<file path="config.mk">
export PLATFORM = sky130hd
export DESIGN_NAME = seq_divider_32
export DESIGN_NICKNAME = d
export VERILOG_FILES = /design/src/rtl/seq_divider_32.sv
export SDC_FILE = /design/constraint.sdc
export NUM_CORES = 1
export LEC_CHECK = 0
export ABC_AREA = 1
export BUFFER_PORTS_ARGS = -buffer_cell sky130_fd_sc_hd__clkbuf_2
export CORE_MARGIN = 8
export CORE_UTILIZATION = 50
export CTS_CLUSTER_SIZE = 20
export DETAILED_ROUTE_END_ITERATION = 6
export PLACE_DENSITY = 0.74
export SLEW_MARGIN = 20
export SYNTH_ARGS = -nofsm -noshare
export SYNTH_HDL_FRONTEND = slang
export SYNTH_HIERARCHICAL = 1
export SYNTH_SLANG_ARGS = --single-unit
</file>
<file path="constraint.sdc">
create_clock -name clk -period 3.8 [get_ports clk]
set_clock_uncertainty 0.1 [all_clocks]
set_input_delay 0.57 -clock clk [delete_from_list [all_inputs] [get_ports clk]]
set_output_delay 0.57 -clock clk [all_outputs]
set_load 0.02 [all_outputs]
</file>
<file path="src/rtl/seq_divider_32.sv">
// Multi-cycle unsigned 32/32 restoring divider, one quotient bit per clock.
// The trial subtraction in every step goes through one CLA_Array_32 used as
// a subtractor (a + ~b + 1). Valid/ready handshake on operands and result.
//
// state | meaning
// ------+-----------------------------------------------------------------
// IDLE  | waiting for operands, in_ready high, last result held on outputs
// CALC  | one restoring step per edge; a zero divisor spends a single cycle
//       | here and leaves with the divide-by-zero result
// DONE  | result presented with out_valid, held until out_ready

module CLA_Array_32 (
   input  logic [31:0] a,
   input  logic [31:0] b,
   input  logic        cin,
   output logic [31:0] sum,
   output logic        cout
);

   logic [31:0] gen;
   logic [31:0] prop;
   logic [7:0]  grp_g;
   logic [7:0]  grp_p;
   logic [8:0]  grp_c;

   assign gen  = a & b;
   assign prop = a ^ b;

   // group generate/propagate for eight 4-bit blocks
   always_comb begin
      grp_g = '0;
      grp_p = '0;
      for (int gi = 0; gi < 8; gi++) begin
         grp_g[gi] = gen[4*gi+3]
                   | (prop[4*gi+3] & gen[4*gi+2])
                   | (prop[4*gi+3] & prop[4*gi+2] & gen[4*gi+1])
                   | (prop[4*gi+3] & prop[4*gi+2] & prop[4*gi+1] & gen[4*gi]);
         grp_p[gi] = &prop[4*gi +: 4];
      end
   end

   // block carries from the group terms, each expanded from cin
   always_comb begin
      logic acc;
      grp_c = '0;
      for (int k = 0; k <= 8; k++) begin
         acc = cin;
         for (int j = 0; j < k; j++) begin
            acc = grp_g[j] | (grp_p[j] & acc);
         end
         grp_c[k] = acc;
      end
   end

   // bit carries inside each block, then the sum bits
   always_comb begin
      logic acc;
      sum = '0;
      for (int gi = 0; gi < 8; gi++) begin
         acc = grp_c[gi];
         for (int bi = 0; bi < 4; bi++) begin
            sum[4*gi+bi] = prop[4*gi+bi] ^ acc;
            acc = gen[4*gi+bi] | (prop[4*gi+bi] & acc);
         end
      end
   end

   assign cout = grp_c[8];

endmodule

module seq_divider_32 #(
   parameter int          WIDTH        = 32,
   parameter logic [31:0] DBZ_QUOTIENT = 32'hFFFF_FFFF
) (
   input  logic             clk,
   input  logic             rst_n,
   input  logic             in_valid,
   output logic             in_ready,
   input  logic [WIDTH-1:0] dividend,
   input  logic [WIDTH-1:0] divisor,
   output logic             out_valid,
   input  logic             out_ready,
   output logic [WIDTH-1:0] quotient,
   output logic [WIDTH-1:0] remainder,
   output logic             div_by_zero
);

   typedef enum logic [1:0] {
      S_IDLE = 2'd0,
      S_CALC = 2'd1,
      S_DONE = 2'd2
   } state_t;

   state_t      state;
   logic [31:0] d_reg;
   logic [31:0] q_reg;
   logic [31:0] r_reg;
   logic [4:0]  count;
   logic        zero_div;

   logic [31:0] trial;
   logic [31:0] diff;
   logic        cout;
   logic        sub_ok;
   logic [31:0] r_next;
   logic [31:0] q_next;

   assign trial = {r_reg[30:0], q_reg[31]};

   CLA_Array_32 u_sub (
      .a    (trial),
      .b    (~d_reg),
      .cin  (1'b1),
      .sum  (diff),
      .cout (cout)
   );

   // r_reg[31] set means the shifted value reached 2^32 and so exceeds any
   // 32-bit divisor; diff is still the correct remainder modulo 2^32.
   // Restoring step: keep the difference if the subtraction fits.
   always_comb begin
      sub_ok = r_reg[31] | cout;
      r_next = sub_ok ? diff : trial;
      q_next = {q_reg[30:0], sub_ok};
   end

   // handshake flags decode the state; held low while reset is asserted
   assign in_ready  = rst_n & (state == S_IDLE);
   assign out_valid = rst_n & (state == S_DONE);

   // control FSM, datapath registers and result registers
   always_ff @(posedge clk or negedge rst_n) begin
      if (!rst_n) begin
         state       <= S_IDLE;
         d_reg       <= '0;
         q_reg       <= '0;
         r_reg       <= '0;
         count       <= '0;
         zero_div    <= 1'b0;
         quotient    <= '0;
         remainder   <= '0;
         div_by_zero <= 1'b0;
      end else begin
         case (state)
            S_IDLE: begin
               if (in_valid) begin
                  d_reg    <= divisor;
                  q_reg    <= dividend;
                  r_reg    <= '0;
                  count    <= '0;
                  zero_div <= (divisor == '0);
                  state    <= S_CALC;
               end
            end
            S_CALC: begin
               if (zero_div) begin
                  quotient    <= DBZ_QUOTIENT;
                  remainder   <= q_reg;
                  div_by_zero <= 1'b1;
                  state       <= S_DONE;
               end else begin
                  r_reg <= r_next;
                  q_reg <= q_next;
                  count <= count + 5'd1;
                  if (count == 5'd31) begin
                     quotient    <= q_next;
                     remainder   <= r_next;
                     div_by_zero <= 1'b0;
                     state       <= S_DONE;
                  end
               end
            end
            S_DONE: begin
               if (out_ready) begin
                  state <= S_IDLE;
               end
            end
            default: state <= S_IDLE;
         endcase
      end
   end

endmodule

</file>
==> metrics.txt <==
# port buffers=134; pwr dens=approximately 1100 nW/um2; post-synthesis sequential element count=169; CORE AREA=17800 um2; post-synthesis sequential area ratio=47.2%; gpl congestion=0.841; Fmax=roughly 0.28 GHz; fill count=roughly 1600; clock tree buffer depth=2; Top cell by count, worst path=nand2_2; clock share of power=15.1%; GRT Total Usage=between 20% and 30%; number of max-cap violations=0; status=complete, no violations; Routed Antenna Nets=0; Final Power=between 10000 and 15000 uW; Yosys Warn Count=6; crit end category=flop; row count=a little under 50; final wirelength=22100 um; P_leak=just over 0.005 uW; critical path's slowest cell=fa_1; initial drt markers=~650; number of global-route vias before repair=7066; CP Max Fanout=3; Final Hold Viols=0; CP peak stage delay=0.39 ns; Syn Area/Cell=roughly 8.6 um2; Comb power frac=a little under three fifths; I/O pin cnt=135; synthesized area=~9000 um2; P&R area growth vs syn=15.7%; vias=7377; die area=22500 um2; Clock Latency Late Sink=~0.43 ns; n_diodes=0; CTS H-tree lvls=4; DRC viols=0; layout cells sized above 1=18.4%; Worst-path clk slew=0.06 ns; count of cell types in the netlist=36; Synth Instances=1045; DR WL/cell=between 15 and 20 um; DR vias/cell=around 5.3; Reg power frac=29.3%; CP Launch Type=flop; final slew viol count=0; CP required=around 4.0 ns; initial core utilization=around half; fin nets=1284; worst hold path type=in2reg; die height=150 um; DRT Pass-1 Iters=4; Worst slew margin=37.4%; die width=between 100 and 150 um; pin count of the biggest net entering global routing=76; minimum clock period=3.59 ns; switching power=approximately 5300 uW; Internal Power=between 6000 and 7000 uW; maximum vdd ir drop=between 400 and 500 uV; grt ovf=0; Switching Share=a little under half; Clock Sinks=approximately 170; CTS tree=yes; clock buffer count from CTS=17; setup TNS=0 ns; Worst-Margin Slew=roughly 0.94 ns; critical-path cell list=inv_1 -> ha_1 -> nand2_2 -> nor2_1 -> nor2_1 -> nand2_2 -> nand2_2 -> nand2_2 -> nand2_2 -> nand2_2 -> nand2_2 -> nand2_2 -> nand2_2 -> nand2_2 -> nand2_2 -> nand2_2 -> nand2_2 -> nand2_2 -> fa_1 -> fa_1 -> fa_1 -> xor2_1 -> o211ai_1 -> a21oi_1; global-route wire length before repair=~36000 um; Root Driver=clkbuf_16; final hold slack=0.257 ns; critical path class=reg2reg; initial antenna violation count=1; dpl hpwl=15600 um; crit path DAT=roughly 3.8 ns; final-report setup violation count=0; fin crit share=94.5%
-- what timing repair did --
item                                    CTS  global route
resized for setup                         0             6
setup buffers                             0             2
endpoints found under the hold margin    43             0
endpoints found under the setup margin    0             6
hold buffers                              1             0
-- layout by cell type (no fill, tap or decap), drive strengths merged, types with 5 or more instances in the layout --
cell type    n
clkinv       5
buf         16
o211ai      33
dfrtp      169
inv        111
nor2        71
nand2      278
o21ai       99
o22ai       31
ha          34
a21oi       71
clkbuf     153
fa          24
nand3       44
xor2         5
-- per-layer routing --
metal / vias up / track usage (%) / share of wire (%)
met3: 12 / 5.20 / 7.0
met1: 3535 / 28.2 / 47
met4: 2 / 4.90 / 0.67
met5: - / 0 / 0.059
li1: 3641 / - / -
met2: 187 / 31.1 / 45
-- Yosys cell counts, drive strengths merged --
cell type,count,area (um2)
nand2,278,1090
dfrtp,169,4230
inv,111,419
o21ai,99,495
a21oi,71,355
nor2,71,282
nand3,44,238
buf,41,264
ha,34,425
o211ai,33,248
o22ai,31,194
fa,24,480
clkbuf,16,60.1
xor2,5,43.8
a31oi,3,18.8
nor3,3,15.0
xnor2,3,26.3
a41oi,2,17.5
and3,2,15.0
a221o,1,10.0
conb,1,3.75
o211a,1,10.0
o21bai,1,7.51
o31ai,1,7.51
-- logic make-up after synthesis --
group / Yosys count / share of synthesized area (%)
AO/OA/AOI/OAI: 243 / 15.2
XOR/XNOR: 8 / 0.782
adder cells (fa/ha/maj): 58 / 10.1
buffers and inverters: 168 / 8.30
flip-flops: 169 / 47.2
other: 1 / 0.0419
AND/OR/NAND/NOR: 398 / 18.3
-- through the flow --
stage	utilization, %	instance area [um2]	instances	worst slack [ns]
floorplan	-	8960	1046	0.398
global placement	54.7	9730	1365	0.182
detailed placement	54.7	9730	1365	0.124
CTS	58.1	10300	1397	0.107
global route	58.3	10400	1399	-0.0126
finish	58.3	10400	1399	0.210
-- worst paths after layout --
| check | from | endpoint | slack, ns | cells past startpoint |
|---|---|---|---|---|
| worst min register to register | quotient[5] | quotient[5] | 0.37 | 2 |
| worst max register to register | d_reg[2] | remainder[31] | 0.21 | 24 |
| worst max-delay path | d_reg[2] | remainder[31] | 0.21 | 24 |
| max in group asynchronous | rst_n | zero_div | 1.70 | 3 |
| min in group asynchronous | rst_n | d_reg[10] | 0.55 | 2 |
| worst min-delay path | out_ready | state[1] | 0.26 | 2 |
-- power by group through the flow --
stage / clock, uW / sequential [uW] / combinational, uW
3_5_place_dp: 0 / 3420 / 6320
5_1_grt: 1850 / 3510 / 7340
2_1_floorplan: 0 / 3650 / 4390
3_3_place_gp: 0 / 3390 / 6140
6_report: 1750 / 3400 / 6450
4_1_cts: 1770 / 3390 / 6390
-- critical path: cells and delay by family (launching register included) --
| family | cells | cell delay [ns] |
|---|---|---|
| compound gates | 2 | 0.25 |
| xor+xnor | 1 | 0.16 |
| fa+ha+maj | 4 | 1.41 |
| buf+inv | 1 | 0.09 |
| flops | 1 | 0.36 |
| simple gates | 16 | 1.10 |
-- final cells by class --
class / count / area (um2) / area share [%]
clock buffer: 20 / 437 / 4.21
clock inverter: 11 / 149 / 1.44
timing repair buffer: 150 / 812 / 7.83
sequential: 169 / 4230 / 40.8
multi-input combinational: 709 / 4030 / 38.9
inverter: 111 / 420 / 4.05
tap: 229 / 287 / 2.76
Note: power is estimated with default switching activity, not from simulation.
